## config.mk

```make
export PLATFORM = sky130hd
export DESIGN_NAME = serial_mag_comp
export DESIGN_NICKNAME = d
export VERILOG_FILES = /design/src/rtl/comp_pkg.sv /design/src/rtl/comp_bit_eq.sv /design/src/rtl/serial_mag_comp.sv
export SDC_FILE = /design/constraint.sdc
export NUM_CORES = 1
export LEC_CHECK = 0
export BUFFER_PORTS_ARGS = -buffer_cell sky130_fd_sc_hd__buf_2
export CAP_MARGIN = 0
export CORE_UTILIZATION = 40
export CTS_BUF_LIST = sky130_fd_sc_hd__clkbuf_4 sky130_fd_sc_hd__clkbuf_8 sky130_fd_sc_hd__clkbuf_16
export CTS_CLUSTER_DIAMETER = 100
export DETAILED_ROUTE_END_ITERATION = 6
export GPL_ROUTABILITY_DRIVEN = 0
export GPL_TIMING_DRIVEN = 0
export SYNTH_ARGS = -nofsm -noshare
export SYNTH_HDL_FRONTEND = slang
export SYNTH_SLANG_ARGS = --single-unit
export TNS_END_PERCENT = 50
```

## constraint.sdc

```tcl
create_clock -name clk -period 1.9 [get_ports clk]
set_clock_uncertainty 0.1 [all_clocks]
set_input_delay 0.285 -clock clk [delete_from_list [all_inputs] [get_ports clk]]
set_output_delay 0.285 -clock clk [all_outputs]
set_load 0.1 [all_outputs]
```

## src/rtl/comp_pkg.sv

```systemverilog
// Shared encodings and elaboration limits for the serial magnitude comparator.
package comp_pkg;

  typedef enum logic [1:0] {
    IDLE    = 2'd0,
    COMPARE = 2'd1,
    DONE    = 2'd2
  } state_t;

  localparam int WIDTH_MIN = 2;
  localparam int WIDTH_MAX = 64;

endpackage

```

## src/rtl/comp_bit_eq.sv

```systemverilog
// 1-bit equality cell: o_eq = ~(i_x ^ i_y). Purely combinational.
module comp_bit_eq (
  input  logic i_x,
  input  logic i_y,
  output logic o_eq
);

  assign o_eq = ~(i_x ^ i_y);

endmodule

```

## src/rtl/serial_mag_comp.sv

```systemverilog
// Bit-serial MSB-first unsigned compare. Latency is the MSB-relative position of the first differing bit (1..WIDTH).
// start is only sampled in IDLE. While busy, it is dropped without queuing.
module serial_mag_comp
  import comp_pkg::*;
#(
  parameter int WIDTH = 8
) (
  input  logic             clk,
  input  logic             rst,
  input  logic             start,
  input  logic [WIDTH-1:0] i0,
  input  logic [WIDTH-1:0] i1,
  output logic             busy,
  output logic             done,
  output logic             eq,
  output logic             gt,
  output logic             lt
);

  localparam int CNT_W = $clog2(WIDTH);

  if (WIDTH < WIDTH_MIN || WIDTH > WIDTH_MAX) begin : g_width_bad
    $error("serial_mag_comp: WIDTH out of legal range");
  end

  state_t             r_state;
  logic [WIDTH-1:0]   r_sa;
  logic [WIDTH-1:0]   r_sb;
  logic [CNT_W-1:0]   r_cnt;
  logic               r_busy;
  logic               r_done;
  logic               r_eq;
  logic               r_gt;
  logic               r_lt;
  logic               w_bit_eq;

  comp_bit_eq u_bit_eq (
    .i_x  (r_sa[WIDTH-1]),
    .i_y  (r_sb[WIDTH-1]),
    .o_eq (w_bit_eq)
  );

  always_ff @(posedge clk or posedge rst) begin
    if (rst) begin
      r_state <= IDLE;
      r_sa    <= '0;
      r_sb    <= '0;
      r_cnt   <= '0;
      r_busy  <= 1'b0;
      r_done  <= 1'b0;
      r_eq    <= 1'b0;
      r_gt    <= 1'b0;
      r_lt    <= 1'b0;
    end else begin
      case (r_state)
        IDLE: begin
          r_done <= 1'b0;
          if (start) begin
            r_sa    <= i0;
            r_sb    <= i1;
            r_cnt   <= CNT_W'(WIDTH - 1);
            r_busy  <= 1'b1;
            r_eq    <= 1'b0;
            r_gt    <= 1'b0;
            r_lt    <= 1'b0;
            r_state <= COMPARE;
          end
        end
        COMPARE: begin
          // First differing MSB decides: A owns the 1 -> A is greater.
          if (!w_bit_eq) begin
            r_gt    <= r_sa[WIDTH-1];
            r_lt    <= ~r_sa[WIDTH-1];
            r_eq    <= 1'b0;
            r_done  <= 1'b1;
            r_state <= DONE;
          end else if (r_cnt == '0) begin
            r_eq    <= 1'b1;
            r_gt    <= 1'b0;
            r_lt    <= 1'b0;
            r_done  <= 1'b1;
            r_state <= DONE;
          end else begin
            r_sa  <= {r_sa[WIDTH-2:0], 1'b0};
            r_sb  <= {r_sb[WIDTH-2:0], 1'b0};
            r_cnt <= r_cnt - CNT_W'(1);
          end
        end
        DONE: begin
          r_done  <= 1'b0;
          r_busy  <= 1'b0;
          r_state <= IDLE;
        end
        default: begin
          r_done  <= 1'b0;
          r_busy  <= 1'b0;
          r_state <= IDLE;
        end
      endcase
    end
  end

  assign busy = r_busy;
  assign done = r_done;
  assign eq   = r_eq;
  assign gt   = r_gt;
  assign lt   = r_lt;

endmodule
```

==> flow_summary.yaml, run 1 <==
critical_path:
  cp_cell_sequence: "inv_1 > ha_1 > nand2b_1 > and2_1 > clkbuf_1 > o311a_1"
  critical_path.max_stage_delay_ps: 410
  cpLargestDelayFamily: "flip-flops"
  cp-start-kind: "flip-flop"
  critPathCaptureType: "flip-flop"
  critPathRequiredTime_ps: 1960
  arrival_ps: 1810
  timing.critical_path.fanout_max: 8
  crit_path_class: "reg2reg"
  cpMaxStageDelayCell: "dfrtp_1"
  crit_buf_inv: 2
synthesis:
  post_synth_design_cell_area_um2: 1500
  synth-compound-area-share: 0.283
  netlist-cell-type-count: 32
  postSynthNetCount: 176
  syn_inst: 153
  yosys.area_share.simple: 0.142
  post_synth_fa_ha_maj_area_fraction: 0.0335
  synthesis.area_per_instance_um2: 9.77
  yosys-mux-area-fraction: 0
  ys_ff_latch: 26
  yosysWarningCount: 0
  seq_area_frac_synth: 0.435
  combinational_family_with_the_most_area_after_synthesis: "compound AO/OA/AOI/OAI gates"
  synthXorXnorAreaFrac: 0
clocking:
  post_cts_hold_buffers: 0
  numCtsBuffers: 3
  clock_sink_count: 26
  clock_tree.buffer_depth: 2
  ctsHtreeMaxLevel: 1
  clk_transition_reported_paths_ps: 90
  clock_latency_of_the_later_clocked_register_in_the_worst_skew_pair_ps: 270
  clk_root_buffer_cell: "clkbuf_8"
  cts_tree: "built"
  cts.repair.resized: 0
  post_cts.repair.setup_buffers: 0
placement:
  place_area_um2: 1670
  place.detailed.instances: 222
  place.port_buffers: 23
  hpwl_mm: 2.33
floorplanning:
  core_area_um2: 3470
  std_cell_rows: 21
  fp.dieArea_um2: 3990
  design.portCount: 24
  die_width_um: 63.1
  floorplan.initialDensity: 0.431
  die_height_um: 63.1
routing:
  vias: 1231
  drt_pass1_iterations: 4
  finalWirelength_mm: 3.21
  drc: 0
  detail_route.wl_per_cell_um: 14.2
  first_iter_violations: 32
  detail-route-antenna-nets: 0
  vias_cell: 5.47
grt:
  met1_capacity_usage_during_global_routing: 0.235
  grt_antenna_before_repair: 0
  busiest_layer: "met2"
  grtUsageTotal: 0.185
  grt-ovfl-total: 0
  first_global_vias: 1256
  grt_max_degree: 27
  gr-usage-met3: 0.0489
  global_route_wire_length_before_repair_mm: 5.82
  met2_usage: 0.317
cells_and_area:
  final_standard_cell_area_without_fillers_um2: 1710
  area.growth.synth_to_final_pct: 14.6
  antennaDiodeCount: 0
  final_net_count: 204
  post_layout_nonfiller_instances: 225
  post-route-util: 0.494
  drive_gt1_frac: 0.279
pwr:
  power.ir.vdd_worst_uv: 703
  leakage_nw: 0.785
  cellPowerDensity_nw_per_um2: 1750
sta:
  finalWorstPathRequiredPeriod_ps: 1750
  timing_limited_maximum_frequency_ghz: 0.572
  max_slew_violation_count: 0
  aggregate_negative_setup_slack_ps: 0
  rsz0062_at_grt: "false"
  setup_viol: 0
  hold_ws_ps: 137
  maxSlewHeadroom: 0.338
  tightestPinTransition_ps: 992
  final_min_period_over_clock_period: 0.921
  hold_viol_final: 0
min_path:
  min-delay-path-class: "in2async"
flow_run:
  max_cap_viol_count: 0
run_status:
  run_status: "completed"
-- metrics by stage --
stage | power (mW) | setup slack, ps
finish | 3.00 | 151
global placement | 2.64 | 149
detailed placement | 2.69 | 118
floorplan | 2.32 | 363
CTS | 3.02 | 88.8
global route | 3.26 | 46.0
-- final timing paths --
path	start	end	slack, ps	cells past startpoint
min reg2reg	lt$_DFFE_PP0P_	lt$_DFFE_PP0P_	410	2
min in group clk	i0[3]	r_sa[3]$_DFFE_PP0P_	180	3
max reg2reg	r_cnt[0]$_DFFE_PP0P_	r_cnt[1]$_DFFE_PP0P_	150	6
min	rst	r_sb[0]$_DFFE_PP0P_	140	2
max	r_cnt[0]$_DFFE_PP0P_	r_cnt[1]$_DFFE_PP0P_	150	6
max in group asynchronous	rst	r_cnt[2]$_DFFE_PP0P_	960	2
-- per-layer routing --
| metal | wire, um | share of wire |
|---|---|---|
| met4 | 17 | 0.0053 |
| met3 | 126 | 0.039 |
| met1 | 1520 | 0.48 |
| met2 | 1540 | 0.48 |
| met5 | 0 | 0 |
-- cell families (layout without fill, tap and decap cells) --
family,Yosys count,count (layout)
AO/OA/AOI/OAI,46,46
flip-flops,26,26
buffers and inverters,35,61
AND/OR/NAND/NOR,42,42
adder cells (fa/ha/maj),4,4
-- sequential cells by signal (all words and copies together), names as in the netlist --
signal   count
r_sb         8
eq           1
done         1
r_cnt        3
lt           1
r_sa         8
r_state      2
gt           1
busy         1
-- cell type report --
cell class                      count  area [um^2]
Fill cell                         367         1760
Tap cell                           46         57.6
Sequential cell                    26          651
Timing Repair Buffer               23          115
Inverter                           21         78.8
Clock buffer                        3         41.3
Buffer                             14         83.8
Multi-Input combinational cell     92          686
-- power by group --
part / total [mW] / switching (mW) / internal, mW
clock: 0.308 / 0.165 / 0.142
sequential: 0.970 / 0.166 / 0.804
combinational: 1.72 / 1.09 / 0.628
-- Yosys cell counts --
cell / count / area (um^2)
a211oi_1: 5 / 37.5
a211oi_2: 10 / 125
a21boi_1: 1 / 7.51
a2bb2oi_1: 2 / 17.5
a311oi_1: 16 / 140
a31oi_1: 2 / 12.5
a32oi_1: 2 / 17.5
and2_1: 3 / 18.8
and3_4: 1 / 11.3
and4_1: 1 / 8.76
buf_2: 4 / 20.0
buf_6: 3 / 33.8
clkbuf_1: 7 / 26.3
dfrtp_1: 26 / 651
ha_1: 4 / 50.1
inv_1: 20 / 75.1
inv_2: 1 / 3.75
nand2_1: 8 / 30.0
nand2b_1: 1 / 6.26
nand4_1: 1 / 6.26
nor2_1: 19 / 71.3
nor2b_1: 3 / 18.8
nor3_1: 2 / 10.0
nor3b_2: 1 / 12.5
nor4bb_1: 1 / 10.0
o21ai_1: 1 / 5.00
o21ba_2: 1 / 10.0
o21bai_1: 1 / 7.51
o221ai_1: 2 / 17.5
o311a_1: 1 / 10.0
o31ai_1: 2 / 15.0
or3b_1: 1 / 8.76
-- placed cells by master, fill, tap and decap left out, drive strengths merged, types with 2 or more instances in the layout --
| master | count |
|---|---|
| clkbuf | 10 |
| nor2 | 19 |
| a2bb2oi | 2 |
| a31oi | 2 |
| buf | 30 |
| a211oi | 15 |
| o221ai | 2 |
| nand2 | 8 |
| a32oi | 2 |
| o31ai | 2 |
| and2 | 3 |
| nor3 | 2 |
| nor2b | 3 |
| inv | 21 |
| ha | 4 |
| a311oi | 16 |
| dfrtp | 26 |
Power figures use the tool's default switching activity.
==> run 2, diff against run 1 <==
--- a/config.mk
+++ b/config.mk
@@ -7,12 +7,14 @@
 export LEC_CHECK = 0
 export BUFFER_PORTS_ARGS = -buffer_cell sky130_fd_sc_hd__buf_2
 export CAP_MARGIN = 0
+export CORE_MARGIN = 5
 export CORE_UTILIZATION = 40
 export CTS_BUF_LIST = sky130_fd_sc_hd__clkbuf_4 sky130_fd_sc_hd__clkbuf_8 sky130_fd_sc_hd__clkbuf_16
 export CTS_CLUSTER_DIAMETER = 100
 export DETAILED_ROUTE_END_ITERATION = 6
 export GPL_ROUTABILITY_DRIVEN = 0
 export GPL_TIMING_DRIVEN = 0
+export SLEW_MARGIN = 20
 export SYNTH_ARGS = -nofsm -noshare
 export SYNTH_HDL_FRONTEND = slang
 export SYNTH_SLANG_ARGS = --single-unit
==> constraint.sdc (replaced) <==
create_clock -name clk -period 1.9 [get_ports clk]
set_clock_uncertainty 0.1 [all_clocks]
set_input_delay 0.19 -clock clk [delete_from_list [all_inputs] [get_ports clk]]
set_output_delay 0.19 -clock clk [all_outputs]
set_load 0.1 [all_outputs]
==> run 2 against run 1 <==
Effect of this change: critical path depth fell by 1; sequential power barely moved; register-to-register slack got worse by 50 ps; largest cell class unchanged; cell area rose by 3.1%; total power rose by 2.3%; hold slack got worse by 64 ps; setup slack got worse by 50 ps; maximum frequency fell by 2.8%; sequential share of layout area fell by 1.1 points; global-route usage fell by 4.4 points; clock power rose by 20%; critical path type unchanged.
==> flow_summary.yaml, run 2 (same netlist as run 1, synthesis figures left out) <==
run_status:
  run_status: "completed"
placement:
  hpwl_mm: 2.43
  place_area_um2: 1670
  dp_slack_ps: 105
  place.port_buffers: 23
floorplanning:
  std_cell_rows: 22
  die_height_um: 71.1
  design.portCount: 24
  die_width_um: 71.1
  core_area_um2: 3630
  fp.dieArea_um2: 5060
  floorplan.initialDensity: 0.412
grt:
  first_global_vias: 1169
  grtUsageTotal: 0.141
  global_route_wire_length_before_repair_mm: 5.62
  grt-ovfl-total: 0
  grt_max_degree: 27
  grt_antenna_before_repair: 0
cells_and_area:
  reg.largest.list: "r_sa (8), r_sb (8), r_cnt (3)"
  final_standard_cell_area_without_fillers_um2: 1770
  sequential_cell_area_um2: 651
  antennaDiodeCount: 0
  area.growth.synth_to_final_pct: 18.1
  fillers: 379
  highest_count_cells_in_the_layout_ignoring_fill_and_taps: "27 x buf_2, 26 x dfrtp_1, 19 x inv_1, 19 x nor2_1, 16 x a311oi_1"
  final_net_count: 206
  multi_input_area_um2: 686
  commonest_non_fill_non_tap_cell_in_the_layout: "buf_2"
  drive_gt1_frac: 0.280
clocking:
  cts_tree: "built"
  clock_tree.buffer_depth: 2
  clk_transition_reported_paths_ps: 90
  clock_sink_count: 26
  numCtsBuffers: 3
  ctsHtreeMaxLevel: 1
  clk_root_buffer_cell: "clkbuf_8"
  clock_latency_of_the_later_clocked_register_in_the_worst_skew_pair_ps: 280
  post_cts.repair.setup_buffers: 0
sta:
  final_min_period_over_clock_period: 0.947
  rsz0062_at_grt: "true"
  maxSlewHeadroom: 0.677
  finalWorstPathRequiredPeriod_ps: 1800
  max_slew_violation_count: 0
  timing_limited_maximum_frequency_ghz: 0.556
  hold_viol_final: 0
  fin_ws_ps: 100
  setup_viol: 0
  tightestPinTransition_ps: 487
  aggregate_negative_setup_slack_ps: 0
routing:
  first_iter_violations: 45
  detail_route.wl_per_cell_um: 14.7
  detail-route-antenna-nets: 0
  vias: 1258
  drt_pass1_iterations: 4
  finalWirelength_mm: 3.38
  vias_cell: 5.47
  drc: 0
critical_path:
  cp-start-kind: "flip-flop"
  cp_cell_sequence: "inv_1 > ha_1 > clkbuf_1 > a311oi_1 > a211oi_2"
  worst_setup_path_startpoint: "r_sb[7]$_DFFE_PP0P_"
  rr_startpoint: "r_sb[7]$_DFFE_PP0P_"
  crit_buf_inv: 2
  critical_path.max_stage_delay_ps: 390
  crit_path_class: "reg2reg"
  arrival_ps: 1900
  critPathRequiredTime_ps: 2000
  critPathCaptureType: "flip-flop"
  cpMaxStageDelayCell: "clkbuf_1"
  cpLargestDelayFamily: "buffers and inverters"
  timing.critical_path.fanout_max: 10
pwr:
  cellPowerDensity_nw_per_um2: 1740
  leakage_nw: 0.802
  power.ir.vdd_worst_uv: 578
min_path:
  worst_hold_startpoint: "i0[2]"
  min-delay-path-class: "in2reg"
flow_run:
  max_cap_viol_count: 0
run 2: power breakdown:
group          internal [mW]  switching, mW  total (mW)  leakage (nW)
Clock                  0.186          0.185       0.370        0.0288
Combinational          0.631           1.10        1.73         0.473
Sequential             0.803          0.164       0.967         0.300
Total                   1.62           1.45        3.07         0.802
run 2: worst register-to-register path: stages (launching register included):
cell and delay [ps]:
dfrtp_1 380, inv_1 50, ha_1 380, clkbuf_1 390
a311oi_1 190, a211oi_2 230
run 2: final timing paths:
path	endpoint	slack (ps)	depth (start not counted)
max in group asynchronous	r_sa[5]$_DFFE_PP0P_	1020	4
min in group asynchronous	r_sb[2]$_DFFE_PP0P_	280	3
worst min-delay path	r_sa[2]$_DFFE_PP0P_	70	3
worst max-delay path	r_sb[2]$_DFFE_PP0P_	100	5
worst max register to register	r_sb[2]$_DFFE_PP0P_	100	5
worst min register to register	eq$_DFFE_PP0P_	410	2
run 2: timing repair:
| action | 4_1_cts | 5_1_grt |
|---|---|---|
| setup endpoints to repair | 0 | 11 |
| hold buffers | 0 | 1 |
| hold endpoints to repair | 0 | 9 |
| gates resized for setup | 0 | 4 |
run 2: routing by layer:
layer,track usage,wire length [um],vias to the layer above
li1,-,-,609
met1,0.190,1610,608
met2,0.215,1560,35
met3,0.0313,154,6
met4,0.0605,59,0
met5,0,0,-
run 2: cell type report:
cell class                      instances  share of cell area
Sequential cell                        26               0.369
Clock buffer                            4              0.0312
Buffer                                 14              0.0468
Tap cell                               48              0.0340
Timing Repair Buffer                   25              0.0865
Multi-Input combinational cell         92               0.388
Inverter                               21              0.0446
run 2: metrics by stage:
step | hold WS (ps) | cells | utilization | power [mW]
after floorplan | 130 | 153 | - | 2.32
after global routing | 75.3 | 230 | 0.486 | 3.28
after CTS | 68.2 | 228 | 0.475 | 3.07
after global placement | 373 | 224 | 0.460 | 2.64
final | 73.2 | 230 | 0.486 | 3.07
after detailed placement | 370 | 224 | 0.460 | 2.69
